[config.mk]
export PLATFORM = sky130hd
export DESIGN_NAME = axi_wr_port_arbiter_flat
export DESIGN_NICKNAME = d
export VERILOG_FILES = /design/src/rtl/axi_wr_port_arbiter_if.sv /design/src/rtl/axi_wr_port_arbiter.sv /design/src/flat_wrapper.sv
export SDC_FILE = /design/constraint.sdc
export NUM_CORES = 1
export LEC_CHECK = 0
export BUFFER_PORTS_ARGS = -buffer_cell sky130_fd_sc_hd__buf_2
export CAP_MARGIN = 0
export CORE_MARGIN = 5
export CORE_UTILIZATION = 44
export DETAILED_ROUTE_END_ITERATION = 10
export PLACE_DENSITY = 0.86
export SYNTH_ARGS = -nofsm -noshare
export SYNTH_HDL_FRONTEND = slang
export SYNTH_SLANG_ARGS = --single-unit
export TNS_END_PERCENT = 30
[constraint.sdc]
create_clock -name ACLK -period 2.97 [get_ports ACLK]
set_input_delay 0.297 -clock ACLK [delete_from_list [all_inputs] [get_ports ACLK]]
set_output_delay 0.297 -clock ACLK [all_outputs]
set_load 0.02 [all_outputs]
[src/rtl/axi_wr_port_arbiter_if.sv]
// Memory-side AXI write port (AW/W/B plus the write enable) shared by all requesters.
// The arbiter drives it through the master modport; the memory sits on the slave modport.
interface axi_wr_port_arbiter_if #(
    parameter int W_ADDR_WIDTH = 10,
    parameter int DATA_WIDTH   = 32
);
    logic                    W_EN;
    logic                    AWVALID;
    logic                    AWREADY;
    logic [W_ADDR_WIDTH-1:0] AWADDR;
    logic                    AWBURST;
    logic [7:0]              AWLEN;
    logic                    WVALID;
    logic                    WREADY;
    logic [DATA_WIDTH-1:0]   WDATA;
    logic                    WLAST;
    logic                    BVALID;
    logic                    BREADY;
    logic [1:0]              BRESP;

    modport master (
        output W_EN, AWVALID, AWADDR, AWBURST, AWLEN, WVALID, WDATA, WLAST, BREADY,
        input  AWREADY, WREADY, BVALID, BRESP
    );

    modport slave (
        input  W_EN, AWVALID, AWADDR, AWBURST, AWLEN, WVALID, WDATA, WLAST, BREADY,
        output AWREADY, WREADY, BVALID, BRESP
    );
endinterface

[src/rtl/axi_wr_port_arbiter.sv]
// Round-robin arbiter that gives one requester at a time the memory's single AXI write port
// and runs the full AW/W/B sequence for that requester's burst.
module axi_wr_port_arbiter #(
    parameter int NUM_REQ      = 2,
    parameter int W_ADDR_WIDTH = 10,
    parameter int DATA_WIDTH   = 32
) (
    input  logic                                   ACLK,
    input  logic                                   ARESETn,
    input  logic [NUM_REQ-1:0]                     req_valid,
    input  logic [NUM_REQ-1:0][W_ADDR_WIDTH-1:0]   req_addr,
    input  logic [NUM_REQ-1:0][7:0]                req_len,
    input  logic [NUM_REQ-1:0]                     req_burst,
    output logic [NUM_REQ-1:0]                     req_ready,
    input  logic [NUM_REQ-1:0]                     req_wvalid,
    input  logic [NUM_REQ-1:0][DATA_WIDTH-1:0]     req_wdata,
    output logic [NUM_REQ-1:0]                     req_wready,
    output logic [NUM_REQ-1:0]                     req_done,
    output logic                                   req_err,
    axi_wr_port_arbiter_if.master                  mem
);
    localparam int IDX_W = (NUM_REQ > 1) ? $clog2(NUM_REQ) : 1;

    typedef enum logic [1:0] {IDLE, ADDR, DATA, RESP} state_t;

    state_t                  state_q, state_d;
    logic [IDX_W-1:0]        rr_ptr, grant_q, pick_idx;
    logic                    pick_ok;
    logic [W_ADDR_WIDTH-1:0] addr_q;
    logic [7:0]              len_q, beat_cnt;
    logic                    burst_q;
    logic [NUM_REQ-1:0]      ready_q, done_q, grant_oh;
    logic                    err_q;
    logic                    in_data, w_hs, last_beat;

    // Cyclic search from rr_ptr: walk from the far end back so the nearest hit wins.
    always_comb begin
        pick_idx = '0;
        pick_ok  = 1'b0;
        for (int k = NUM_REQ - 1; k >= 0; k--) begin
            if (req_valid[IDX_W'((int'(rr_ptr) + k) % NUM_REQ)]) begin
                pick_idx = IDX_W'((int'(rr_ptr) + k) % NUM_REQ);
                pick_ok  = 1'b1;
            end
        end
    end

    assign grant_oh  = {{(NUM_REQ-1){1'b0}}, 1'b1} << grant_q;
    assign in_data   = (state_q == DATA);
    assign last_beat = (beat_cnt == len_q);
    assign w_hs      = in_data && req_wvalid[grant_q] && mem.WREADY;

    always_ff @(posedge ACLK or negedge ARESETn) begin
        if (!ARESETn) state_q <= IDLE;
        else          state_q <= state_d;
    end

    always_comb begin
        state_d = state_q;
        case (state_q)
            IDLE:    if (pick_ok)               state_d = ADDR;
            ADDR:    if (mem.AWREADY)           state_d = DATA;
            DATA:    if (w_hs && last_beat)     state_d = RESP;
            RESP:    if (mem.BVALID)            state_d = IDLE;
            default:                            state_d = IDLE;
        endcase
    end

    // Request fields are captured once at grant; later changes on the requester side are ignored.
    always_ff @(posedge ACLK or negedge ARESETn) begin
        if (!ARESETn) begin
            rr_ptr   <= '0;
            grant_q  <= '0;
            addr_q   <= '0;
            len_q    <= '0;
            burst_q  <= 1'b0;
            beat_cnt <= '0;
            ready_q  <= '0;
            done_q   <= '0;
            err_q    <= 1'b0;
        end else begin
            ready_q <= '0;
            done_q  <= '0;
            err_q   <= 1'b0;
            case (state_q)
                IDLE: if (pick_ok) begin
                    grant_q <= pick_idx;
                    addr_q  <= req_addr[pick_idx];
                    len_q   <= req_len[pick_idx];
                    burst_q <= req_burst[pick_idx];
                    ready_q <= {{(NUM_REQ-1){1'b0}}, 1'b1} << pick_idx;
                end
                DATA: if (w_hs) beat_cnt <= beat_cnt + 8'd1;
                RESP: if (mem.BVALID) begin
                    done_q   <= grant_oh;
                    err_q    <= (mem.BRESP == 2'b10);
                    rr_ptr   <= (grant_q == IDX_W'(NUM_REQ - 1)) ? '0 : grant_q + 1'b1;
                    beat_cnt <= '0;
                end
                default: ;
            endcase
        end
    end

    assign req_ready   = ready_q;
    assign req_done    = done_q;
    assign req_err     = err_q;

    assign mem.W_EN    = (state_q != IDLE);
    assign mem.AWVALID = (state_q == ADDR);
    assign mem.AWADDR  = (state_q == ADDR) ? addr_q  : '0;
    assign mem.AWLEN   = (state_q == ADDR) ? len_q   : '0;
    assign mem.AWBURST = (state_q == ADDR) ? burst_q : 1'b0;
    assign mem.WVALID  = in_data && req_wvalid[grant_q];
    assign mem.WDATA   = in_data ? req_wdata[grant_q] : '0;
    assign mem.WLAST   = in_data && last_beat;
    assign mem.BREADY  = (state_q == RESP);

    for (genvar i = 0; i < NUM_REQ; i++) begin : g_wready
        assign req_wready[i] = in_data && (grant_q == IDX_W'(i)) && mem.WREADY;
    end
endmodule

[src/flat_wrapper.sv]
// flat-port wrapper written by rule: the top's interface ports become plain ports
module axi_wr_port_arbiter_flat 
#(
    parameter int NUM_REQ      = 2,
    parameter int W_ADDR_WIDTH = 10,
    parameter int DATA_WIDTH   = 32
)
  (ACLK, ARESETn, req_valid, req_addr, req_len, req_burst, req_ready, req_wvalid, req_wdata, req_wready, req_done, req_err, mem_W_EN, mem_AWVALID, mem_AWADDR, mem_AWBURST, mem_AWLEN, mem_WVALID, mem_WDATA, mem_WLAST, mem_BREADY, mem_AWREADY, mem_WREADY, mem_BVALID, mem_BRESP);
  axi_wr_port_arbiter_if #(.W_ADDR_WIDTH(W_ADDR_WIDTH), .DATA_WIDTH(DATA_WIDTH)) mem_i ();
  input  logic ACLK;
  input  logic ARESETn;
  input  logic [NUM_REQ-1:0] req_valid;
  input  logic [NUM_REQ-1:0][W_ADDR_WIDTH-1:0] req_addr;
  input  logic [NUM_REQ-1:0][7:0] req_len;
  input  logic [NUM_REQ-1:0] req_burst;
  output logic [NUM_REQ-1:0] req_ready;
  input  logic [NUM_REQ-1:0] req_wvalid;
  input  logic [NUM_REQ-1:0][DATA_WIDTH-1:0] req_wdata;
  output logic [NUM_REQ-1:0] req_wready;
  output logic [NUM_REQ-1:0] req_done;
  output logic req_err;
  output wire logic [$bits(mem_i.W_EN)-1:0] mem_W_EN;
  output wire logic [$bits(mem_i.AWVALID)-1:0] mem_AWVALID;
  output wire logic [$bits(mem_i.AWADDR)-1:0] mem_AWADDR;
  output wire logic [$bits(mem_i.AWBURST)-1:0] mem_AWBURST;
  output wire logic [$bits(mem_i.AWLEN)-1:0] mem_AWLEN;
  output wire logic [$bits(mem_i.WVALID)-1:0] mem_WVALID;
  output wire logic [$bits(mem_i.WDATA)-1:0] mem_WDATA;
  output wire logic [$bits(mem_i.WLAST)-1:0] mem_WLAST;
  output wire logic [$bits(mem_i.BREADY)-1:0] mem_BREADY;
  input wire logic [$bits(mem_i.AWREADY)-1:0] mem_AWREADY;
  input wire logic [$bits(mem_i.WREADY)-1:0] mem_WREADY;
  input wire logic [$bits(mem_i.BVALID)-1:0] mem_BVALID;
  input wire logic [$bits(mem_i.BRESP)-1:0] mem_BRESP;
  assign mem_W_EN = mem_i.W_EN;
  assign mem_AWVALID = mem_i.AWVALID;
  assign mem_AWADDR = mem_i.AWADDR;
  assign mem_AWBURST = mem_i.AWBURST;
  assign mem_AWLEN = mem_i.AWLEN;
  assign mem_WVALID = mem_i.WVALID;
  assign mem_WDATA = mem_i.WDATA;
  assign mem_WLAST = mem_i.WLAST;
  assign mem_BREADY = mem_i.BREADY;
  assign mem_i.AWREADY = mem_AWREADY;
  assign mem_i.WREADY = mem_WREADY;
  assign mem_i.BVALID = mem_BVALID;
  assign mem_i.BRESP = mem_BRESP;
  axi_wr_port_arbiter #(.NUM_REQ(NUM_REQ), .W_ADDR_WIDTH(W_ADDR_WIDTH), .DATA_WIDTH(DATA_WIDTH)) u_core (.ACLK(ACLK), .ARESETn(ARESETn), .req_valid(req_valid), .req_addr(req_addr), .req_len(req_len), .req_burst(req_burst), .req_ready(req_ready), .req_wvalid(req_wvalid), .req_wdata(req_wdata), .req_wready(req_wready), .req_done(req_done), .req_err(req_err), .mem(mem_i));
endmodule
==> impl_metrics.yaml, run 1 <==
outcome:
  outcome: "finished, final reports clean"
finish:
  nFillCells: 482
  antenna_cells: 0
  final_cells: 504
  syn_to_final_growth_pct: 41.4
  drive_above_1_share_pct: 44.0
  fin_nets: 550
detailed_routing:
  drt-initial-drc-count: 95
  vias: 2453
  wl_per_cell_um: 15.0
  detail_route.vias_per_cell: 4.87
  drc: 0
  firstDrtPassIters: 4
  drtAntennaViolNets: 0
  wl_mm: 7.54
die:
  dieArea_sq_um: 7080
  fp.dieW_um: 84.2
  core_area_sq_um: 5440
  io_pins: 176
  die_h_um: 84.2
  start_util_pct: 44.5
  rows: 27
placed_design:
  gp_congestion: 0.834
  dp.cells: 497
  dpl.hpwl_mm: 6.08
  port_buffers: 174
flow_run:
  cap_viol_max_count: 0
synthesis:
  yosysMostFrequentCell: "mux2i_1"
  async_flop_share_pct: 100
  yosysUniqueCellTypes: 31
  synth.top_cell.area_share_pct: 37.2
  netlist_top_cells_count: "52 x mux2i_1, 44 x nor2_1, 36 x dfrtp_1, 23 x nand2_1, 21 x o21ai_0"
  syn_nets: 384
  ys_seq_area_share_pct: 37.2
  synth.area.top_cells: "dfrtp_1 37%, mux2i_1 22%, nor2_1 6.8%"
  yosysTopAreaCell: "dfrtp_1"
  synthFlopType: "dfrtp_1"
  syn_area_per_cell_sq_um: 9.10
  yosys_warnings: 0
  syn_area_sq_um: 2420
  ys_ff_latch: 36
  synth-edff-count: 0
  syn_inst: 266
power:
  p_leak_nw: 1.94
  p_seq_share_pct: 26.9
  p_switching_mw: 1.46
  combPwrFrac_pct: 60.9
  clkPwrFrac_pct: 12.3
  intPower_mw: 1.60
  powerDensity_nw_per_um2: 895
  ir_worst_vdd_v: 0.000473
  sw_frac_of_total_pct: 47.6
grt:
  grt_max_degree: 41
  grt_use_met1_pct: 23.9
  grt_pass1_vias: 2496
  grt-ovfl-total: 0
  grt_usage_pct: 20.7
  antenna_found_initial: 0
  grt_busiest_layer: "met2"
  use_met2_pct: 36.4
  grt_pass1_wl_mm: 11.8
  met3_usage_pct: 3.93
clock_network:
  cts_buffers: 5
  cts.reportedPaths.clkPinSlew_ps: 70
  post_cts_buffers: 0
  cts_resized: 0
  cts-hold-fix-buffers: 0
  cts_sinks: 36
  clk_latency_ps: 290
  htreeDepth: 2
  clk_path_buf_depth: 2
  clock-root-buffer: "clkbuf_8"
  tritoncts: "yes"
timing:
  drv_slew: 0
  worst_pin_slew_ps: 1050
  finalHoldViolCount: 0
  finClkSkew_ps: 1.83
  fin_setup_tns_ps: 0
  min_period_ps: 2230
  max_freq_ghz: 0.448
  post-route-period-util_pct: 75.1
  report.final.setup_viol: 0
  relSlewSlack_pct: 29.8
  rsz0062_at_grt: "no"
worst_setup_path:
  worstSetupEndpointType: "output port"
  worst_ep_required_time_ps: 2670
  cp_data_arrival_time_ps: 1930
  path_max_fanout: 37
  crit_type: "flip-flop to output port"
  cp-start-kind: "flip-flop"
hold_path:
  min_path_type: "primary input to asynchronous set/reset pin"
## kinds of logic (layout without fill, tap and decap cells)
kind of cell,after synthesis,after routing,synth area share (%)
multiplexers,53,53,22.1
XOR/XNOR,14,14,5.07
AND/OR/NAND/NOR,103,103,20.7
flip-flops,36,36,37.2
buffers and inverters,25,191,4.19
AO/OA/AOI/OAI,30,30,8.12
adder cells (fa/ha/maj),5,5,2.59
## per-layer routing
| metal | vias up | wire (um) |
|---|---|---|
| met4 | 0 | 210 |
| met5 | - | 0 |
| met3 | 19 | 361 |
| met1 | 1140 | 2900 |
| li1 | 1227 | - |
| met2 | 67 | 4070 |
## stage by stage
step                      power [mW]  setup WS [ps]  util, %  hold WS, ps  area (sq um)
after floorplan                 2.17           1180        -         1.41          2420
after global placement          2.63            979     61.1          414          3330
after detailed placement        2.71            980     61.1          419          3330
after CTS                       3.09            731     62.9         99.5          3420
after global routing            3.30            615     62.9          141          3420
final                           3.06            738     62.9         84.2          3420
## power groups by stage
stage               clock network [mW]  logic, mW  registers (mW)
floorplan                            0       1.37           0.798
global placement                     0       1.81           0.817
detailed placement                   0       1.88           0.833
CTS                              0.385       1.89           0.824
global route                     0.407       2.05           0.847
finish                           0.376       1.86           0.823
## registers in the layout, indices dropped and copies added (netlist names), 2 cells and up
signal            cells
u_core.addr_q        10
u_core.beat_cnt       8
u_core.len_q          8
u_core.req_done       2
u_core.req_ready      2
u_core.state_q        2
## cell usage in the layout (no fill, tap or decap), drive strengths merged
master,synthesis,routed
buf,8,176
mux2i,52,52
nor2,44,44
dfrtp,36,36
nand2,23,23
o21ai,21,21
and2,19,19
xor2,8,8
inv,8,8
clkbuf,9,7
xnor2,6,6
ha,5,5
and3,3,3
nor4,3,3
nor4b,3,3
nor3,2,2
nor3b,2,2
nand4,2,2
nand3,2,2
a21o,2,2
o41ai,2,2
o21a,1,1
a21boi,1,1
o22ai,1,1
a2111oi,1,1
o32a,1,1
mux2,1,1
## cell type report
class                   instances  area [sq um]  share of cell area [%]
multi-input cells             205          1420                    41.4
flip-flops and latches         36           902                    26.4
repair buffers                176           886                    25.9
clock buffers                   7          96.3                    2.82
well taps                      72          90.1                    2.63
inverters                       8          30.0                   0.878
## worst paths after layout
kind / startpoint / end / cells after the start / slack [ps]
max: u_core.state_q[0] / mem_WDATA[0] / 5 / 740
min: ARESETn / u_core.addr_q[0] / 1 / 80
max reg2reg: u_core.state_q[0] / u_core.beat_cnt[3] / 6 / 960
min reg2reg: u_core.addr_q[5] / u_core.addr_q[5] / 2 / 470
max in group asynchronous: ARESETn / u_core.grant_q / 1 / 2340
min in group ACLK: mem_BRESP[0] / u_core.req_err / 2 / 150
## worst max-delay path, cell delays in order, from the launching register on
cell	delay, ps
dfrtp_1	400
inv_1	80
ha_1	300
inv_2	480
nor2_1	180
buf_2	200
Power figures use the tool's default switching activity.
==> inputs of run 2 (changes only) <==
--- a/config.mk
+++ b/config.mk
@@ -8,9 +8,9 @@
 export BUFFER_PORTS_ARGS = -buffer_cell sky130_fd_sc_hd__buf_2
 export CAP_MARGIN = 0
 export CORE_MARGIN = 5
-export CORE_UTILIZATION = 44
+export CORE_UTILIZATION = 37
 export DETAILED_ROUTE_END_ITERATION = 10
-export PLACE_DENSITY = 0.86
+export PLACE_DENSITY = 0.77
 export SYNTH_ARGS = -nofsm -noshare
 export SYNTH_HDL_FRONTEND = slang
 export SYNTH_SLANG_ARGS = --single-unit
==> constraint.sdc (replaced) <==
create_clock -name ACLK -period 1.9 [get_ports ACLK]
set_input_delay 0.19 -clock ACLK [delete_from_list [all_inputs] [get_ports ACLK]]
set_output_delay 0.19 -clock ACLK [all_outputs]
set_load 0.02 [all_outputs]
==> impl_metrics.yaml, run 2 (synthesis gave the netlist of run 1 again) <==
worst_setup_path:
  path_max_fanout: 3
  path_cells: "xor2_1 > nor4_2 > nand2_1 > a2111oi_4 > mux2_4"
  cp-start-kind: "flip-flop"
  crit_type: "flip-flop to flip-flop"
  cp_data_arrival_time_ps: 2010
  slowest_stage: "dfrtp_1"
  critPathMaxStageDelay_ps: 400
  reg2reg_slack_ps: 60
  worst_ep_required_time_ps: 2070
  worstSetupEndpointType: "flip-flop"
detailed_routing:
  detail_route.vias_per_cell: 4.80
  firstDrtPassIters: 4
  drtAntennaViolNets: 0
  wl_per_cell_um: 14.5
  drt-initial-drc-count: 88
  vias: 2508
  drc: 0
  wl_mm: 7.59
flow_run:
  cap_viol_max_count: 0
clock_network:
  clk_path_buf_depth: 2
  cts_sinks: 36
  cts_buffers: 5
  cts.reportedPaths.clkPinSlew_ps: 80
  tritoncts: "yes"
  clk_latency_ps: 290
  clock-root-buffer: "clkbuf_8"
  htreeDepth: 2
  post_cts_buffers: 0
timing:
  relSlewSlack_pct: 66.9
  postLayoutSetupSlackWorst_ps: 64.4
  worst_pin_slew_ps: 496
  min_period_ps: 1840
  finalHoldViolCount: 0
  finClkSkew_ps: 4.61
  post-route-period-util_pct: 96.6
  drv_slew: 0
  rsz0062_at_grt: "yes"
  report.final.setup_viol: 0
  max_freq_ghz: 0.545
finish:
  layout_common_cells: "173 x buf_2, 52 x mux2i_1, 44 x nor2_1"
  final_util_pct: 56.5
  syn_to_final_growth_pct: 48.3
  regArea_sq_um: 902
  top_regs: "u_core.addr_q x10, u_core.beat_cnt x8, u_core.len_q x8"
  fin_nets: 563
  antenna_cells: 0
  final_common_cell: "buf_2"
  largest_reg_flops: 10
  multi_input_area_sq_um: 1440
  nFillCells: 579
  final_area_sq_um: 3590
  drive_above_1_share_pct: 46.2
  top_register: "u_core.addr_q"
power:
  total_power_mw: 5.08
  powerDensity_nw_per_um2: 1420
  p_leak_nw: 2.01
  ir_worst_vdd_v: 0.000687
die:
  core_area_sq_um: 6350
  die_h_um: 90.9
  fp.dieW_um: 90.9
  dieArea_sq_um: 8260
  start_util_pct: 38.1
  rows: 29
  io_pins: 176
grt:
  met3_usage_pct: 3.92
  grt_usage_pct: 17.7
  grt_busiest_layer: "met2"
  antenna_found_initial: 0
  grt_pass1_vias: 2533
  grt_pass1_wl_mm: 12.1
  grt_use_met1_pct: 21.6
  grt_max_degree: 40
  grt-ovfl-total: 0
  use_met2_pct: 30.7
outcome:
  outcome: "finished, final reports clean"
placed_design:
  place_area_sq_um: 3430
  port_buffers: 174
  pre_cts_slack_ps: -75.6
  dpl.hpwl_mm: 6.13
  gp_congestion: 0.867
hold_path:
  min_path_type: "primary input to flip-flop"
==> run 2: layer usage <==
layer / part of all wire [%] / up-vias
li1: - / 1261
met2: 51 / 85
met5: 0 / -
met3: 6.4 / 13
met4: 1.6 / 0
met1: 41 / 1149
==> run 2: through the flow <==
stage | setup TNS [ps] | cells | hold slack, ps
6_report | 0 | 523 | 51.9
4_1_cts | 0 | 523 | 44.8
5_1_grt | -125 | 523 | 49.1
3_3_place_gp | -50.5 | 514 | 186
2_1_floorplan | 0 | 266 | -106
3_5_place_dp | -75.6 | 514 | 180
==> run 2: layout make-up <==
class | count | area share [%]
timing repair buffer | 189 | 28.0
clock buffer | 5 | 1.92
tap | 77 | 2.68
sequential | 36 | 25.1
clock inverter | 3 | 1.19
inverter | 8 | 0.976
multi-input combinational | 205 | 40.1
==> run 2: where the power goes <==
group / switching [mW] / internal (mW)
Clock: 0.284 / 0.388
Combinational: 1.85 / 1.28
Sequential: 0.219 / 1.06
Total: 2.35 / 2.73
==> run 2: timing repair <==
action,CTS,global route
hold endpoints to repair,22,0
pin swaps,2,1
hold buffers,1,0
setup endpoints to repair,36,33
gates resized for setup,3,5
==> run 2: critical path: cells and delay by family (launching register included) <==
family / cells / cell delay, ps
XOR/XNOR: 1 / 170
multiplexers: 1 / 330
AO/OA/AOI/OAI: 1 / 360
AND/OR/NAND/NOR: 2 / 460
flip-flops: 1 / 400
==> run 2: worst paths after layout <==
path                                  startpoint                 to  depth (start not counted)
worst min-delay path                mem_BRESP[0]     u_core.req_err                          2
min in group asynchronous                ARESETn   u_core.addr_q[1]                          2
max in group asynchronous                ARESETn      u_core.rr_ptr                          3
worst max register to register   u_core.len_q[0]  u_core.state_q[1]                          5
worst max-delay path             u_core.len_q[0]  u_core.state_q[1]                          5
worst min register to register  u_core.addr_q[6]   u_core.addr_q[6]                          2
==> inputs of run 3 (changes only) <==
--- a/config.mk
+++ b/config.mk
@@ -8,9 +8,11 @@
 export BUFFER_PORTS_ARGS = -buffer_cell sky130_fd_sc_hd__buf_2
 export CAP_MARGIN = 0
 export CORE_MARGIN = 5
-export CORE_UTILIZATION = 37
+export CORE_UTILIZATION = 38
+export CTS_BUF_LIST = sky130_fd_sc_hd__clkbuf_2
+export CTS_CLUSTER_SIZE = 10
 export DETAILED_ROUTE_END_ITERATION = 10
-export PLACE_DENSITY = 0.77
+export PLACE_DENSITY = 0.79
 export SYNTH_ARGS = -nofsm -noshare
 export SYNTH_HDL_FRONTEND = slang
 export SYNTH_SLANG_ARGS = --single-unit
==> impl_metrics.yaml, run 3 (synthesis gave the netlist of run 1 again) <==
clock_network:
  cts.reportedPaths.clkPinSlew_ps: 180
  tritoncts: "yes"
  cts_buffers: 5
  clk_latency_ps: 380
  clk_path_buf_depth: 2
  htreeDepth: 2
  cts_sinks: 36
  clock-root-buffer: "clkbuf_2"
hold_path:
  min_path_type: "primary input to flip-flop"
finish:
  final_common_cell: "buf_2"
  syn_to_final_growth_pct: 49.3
  final_cells: 534
  drive_above_1_share_pct: 47.5
  fin_nets: 574
  top_regs: "u_core.addr_q x10, u_core.beat_cnt x8, u_core.len_q x8"
  antenna_cells: 0
  layout_common_cells: "172 x buf_2, 52 x mux2i_1, 44 x nor2_1"
  top_register: "u_core.addr_q"
  largest_reg_flops: 10
grt:
  grt_usage_pct: 18.7
  antenna_found_initial: 0
  grt-ovfl-total: 0
  grt_pass1_wl_mm: 12.7
  grt_pass1_vias: 2705
  grt_max_degree: 41
timing:
  finClkSkew_ps: 14.7
  relSlewSlack_pct: 63.3
  finalHoldViolCount: 0
  report.final.setup_viol: 1
  rsz0062_at_grt: "yes"
  min_period_ps: 1960
  postLayoutSetupSlackWorst_ps: -60.2
  worst_pin_slew_ps: 551
  drv_slew: 0
  max_freq_ghz: 0.510
  fin_hold_ws_ps: 45.9
  post-route-period-util_pct: 103
power:
  ir_worst_vdd_v: 0.000710
  powerDensity_nw_per_um2: 1360
  p_leak_nw: 2.05
detailed_routing:
  drc: 0
  drtAntennaViolNets: 0
  detail_route.vias_per_cell: 4.76
  wl_mm: 7.79
  vias: 2540
  firstDrtPassIters: 4
  wl_per_cell_um: 14.6
  drt-initial-drc-count: 110
outcome:
  outcome: "complete, but fails checks"
  violations: "setup timing"
die:
  start_util_pct: 38.5
  rows: 29
  dieArea_sq_um: 8060
  fp.dieW_um: 89.8
  io_pins: 176
  die_h_um: 89.8
  core_area_sq_um: 6280
worst_setup_path:
  critPathMaxStageDelay_ps: 430
  critPathTopFamily: "flip-flops"
  worst_ep_required_time_ps: 2190
  crit_buf_inv: 1
  slowest_stage: "dfrtp_1"
  path_max_fanout: 2
  crit_type: "flip-flop to flip-flop"
  cp_data_arrival_time_ps: 2250
  cp-start-kind: "flip-flop"
  worstSetupEndpointType: "flip-flop"
  path_cells: "xor2_1 > nor4_2 > nand2_1 > buf_4 > a2111oi_4 > mux2_4"
placed_design:
  port_buffers: 174
  gp_congestion: 0.874
  dpl.hpwl_mm: 6.28
  dp.cells: 516
flow_run:
  cap_viol_max_count: 0
-- run 3: layout make-up --
| class | instances | area [sq um] |
|---|---|---|
| clock inverters | 1 | 3.75 |
| clock buffers | 7 | 35.0 |
| repair buffers | 200 | 1090 |
| well taps | 77 | 96.3 |
| inverters | 8 | 35.0 |
| fillers | 610 | 2660 |
| flip-flops and latches | 36 | 902 |
| multi-input cells | 205 | 1450 |
-- run 3: through the flow --
step	utilization, %	power (mW)	area, sq um	TNS, ps	setup slack [ps]
3_3_place_gp	54.8	4.28	3440	-27.1	-27.1
2_1_floorplan	-	3.39	2420	0	107
3_5_place_dp	54.8	4.39	3440	-106	-92.3
4_1_cts	56.7	4.84	3560	-133	-64.0
5_1_grt	57.6	5.31	3610	-1970	-167
6_report	57.6	4.91	3610	-60.2	-60.2
-- run 3: per-layer routing --
layer  vias to the layer above  GRT usage [%]  share of wire (%)
met5                         -              0                  0
met4                         0           6.17                2.1
met3                        20           4.76                6.3
met2                        85           34.0                 53
met1                      1155           21.1                 38
li1                       1280              -                  -
-- run 3: worst register-to-register path: stages (launching register included) --
cell and delay, ps:
dfrtp_1 430, xor2_1 180, nor4_2 320, nand2_1 110, buf_4 160, a2111oi_4 340, mux2_4 340
-- run 3: power by group --
| part | switching [mW] | internal (mW) | leakage [nW] |
|---|---|---|---|
| Combinational | 1.90 | 1.39 | 1.56 |
| Sequential | 0.212 | 1.05 | 0.461 |
| Clock | 0.245 | 0.0986 | 0.0306 |
| Total | 2.36 | 2.54 | 2.05 |
-- run 3: timing repair --
item | CTS | global route
pin swaps | 3 | 4
buffers inserted | 4 | 4
endpoints found under the setup margin | 42 | 56
gates resized for setup | 8 | 7
endpoints found under the hold margin | 24 | 0
hold buffers | 2 | 0
-- run 3: path summary, 6_finish.rpt --
path	from	to	slack, ps	cells after the start
worst max-delay path	u_core.beat_cnt[4]	u_core.state_q[1]	-60	6
worst min-delay path	mem_BRESP[1]	u_core.req_err	50	2
worst max register to register	u_core.beat_cnt[4]	u_core.state_q[1]	-60	6
worst min register to register	u_core.addr_q[5]	u_core.addr_q[5]	490	2
max in group asynchronous	ARESETn	u_core.addr_q[2]	1010	3
min in group asynchronous	ARESETn	u_core.beat_cnt[7]	300	2
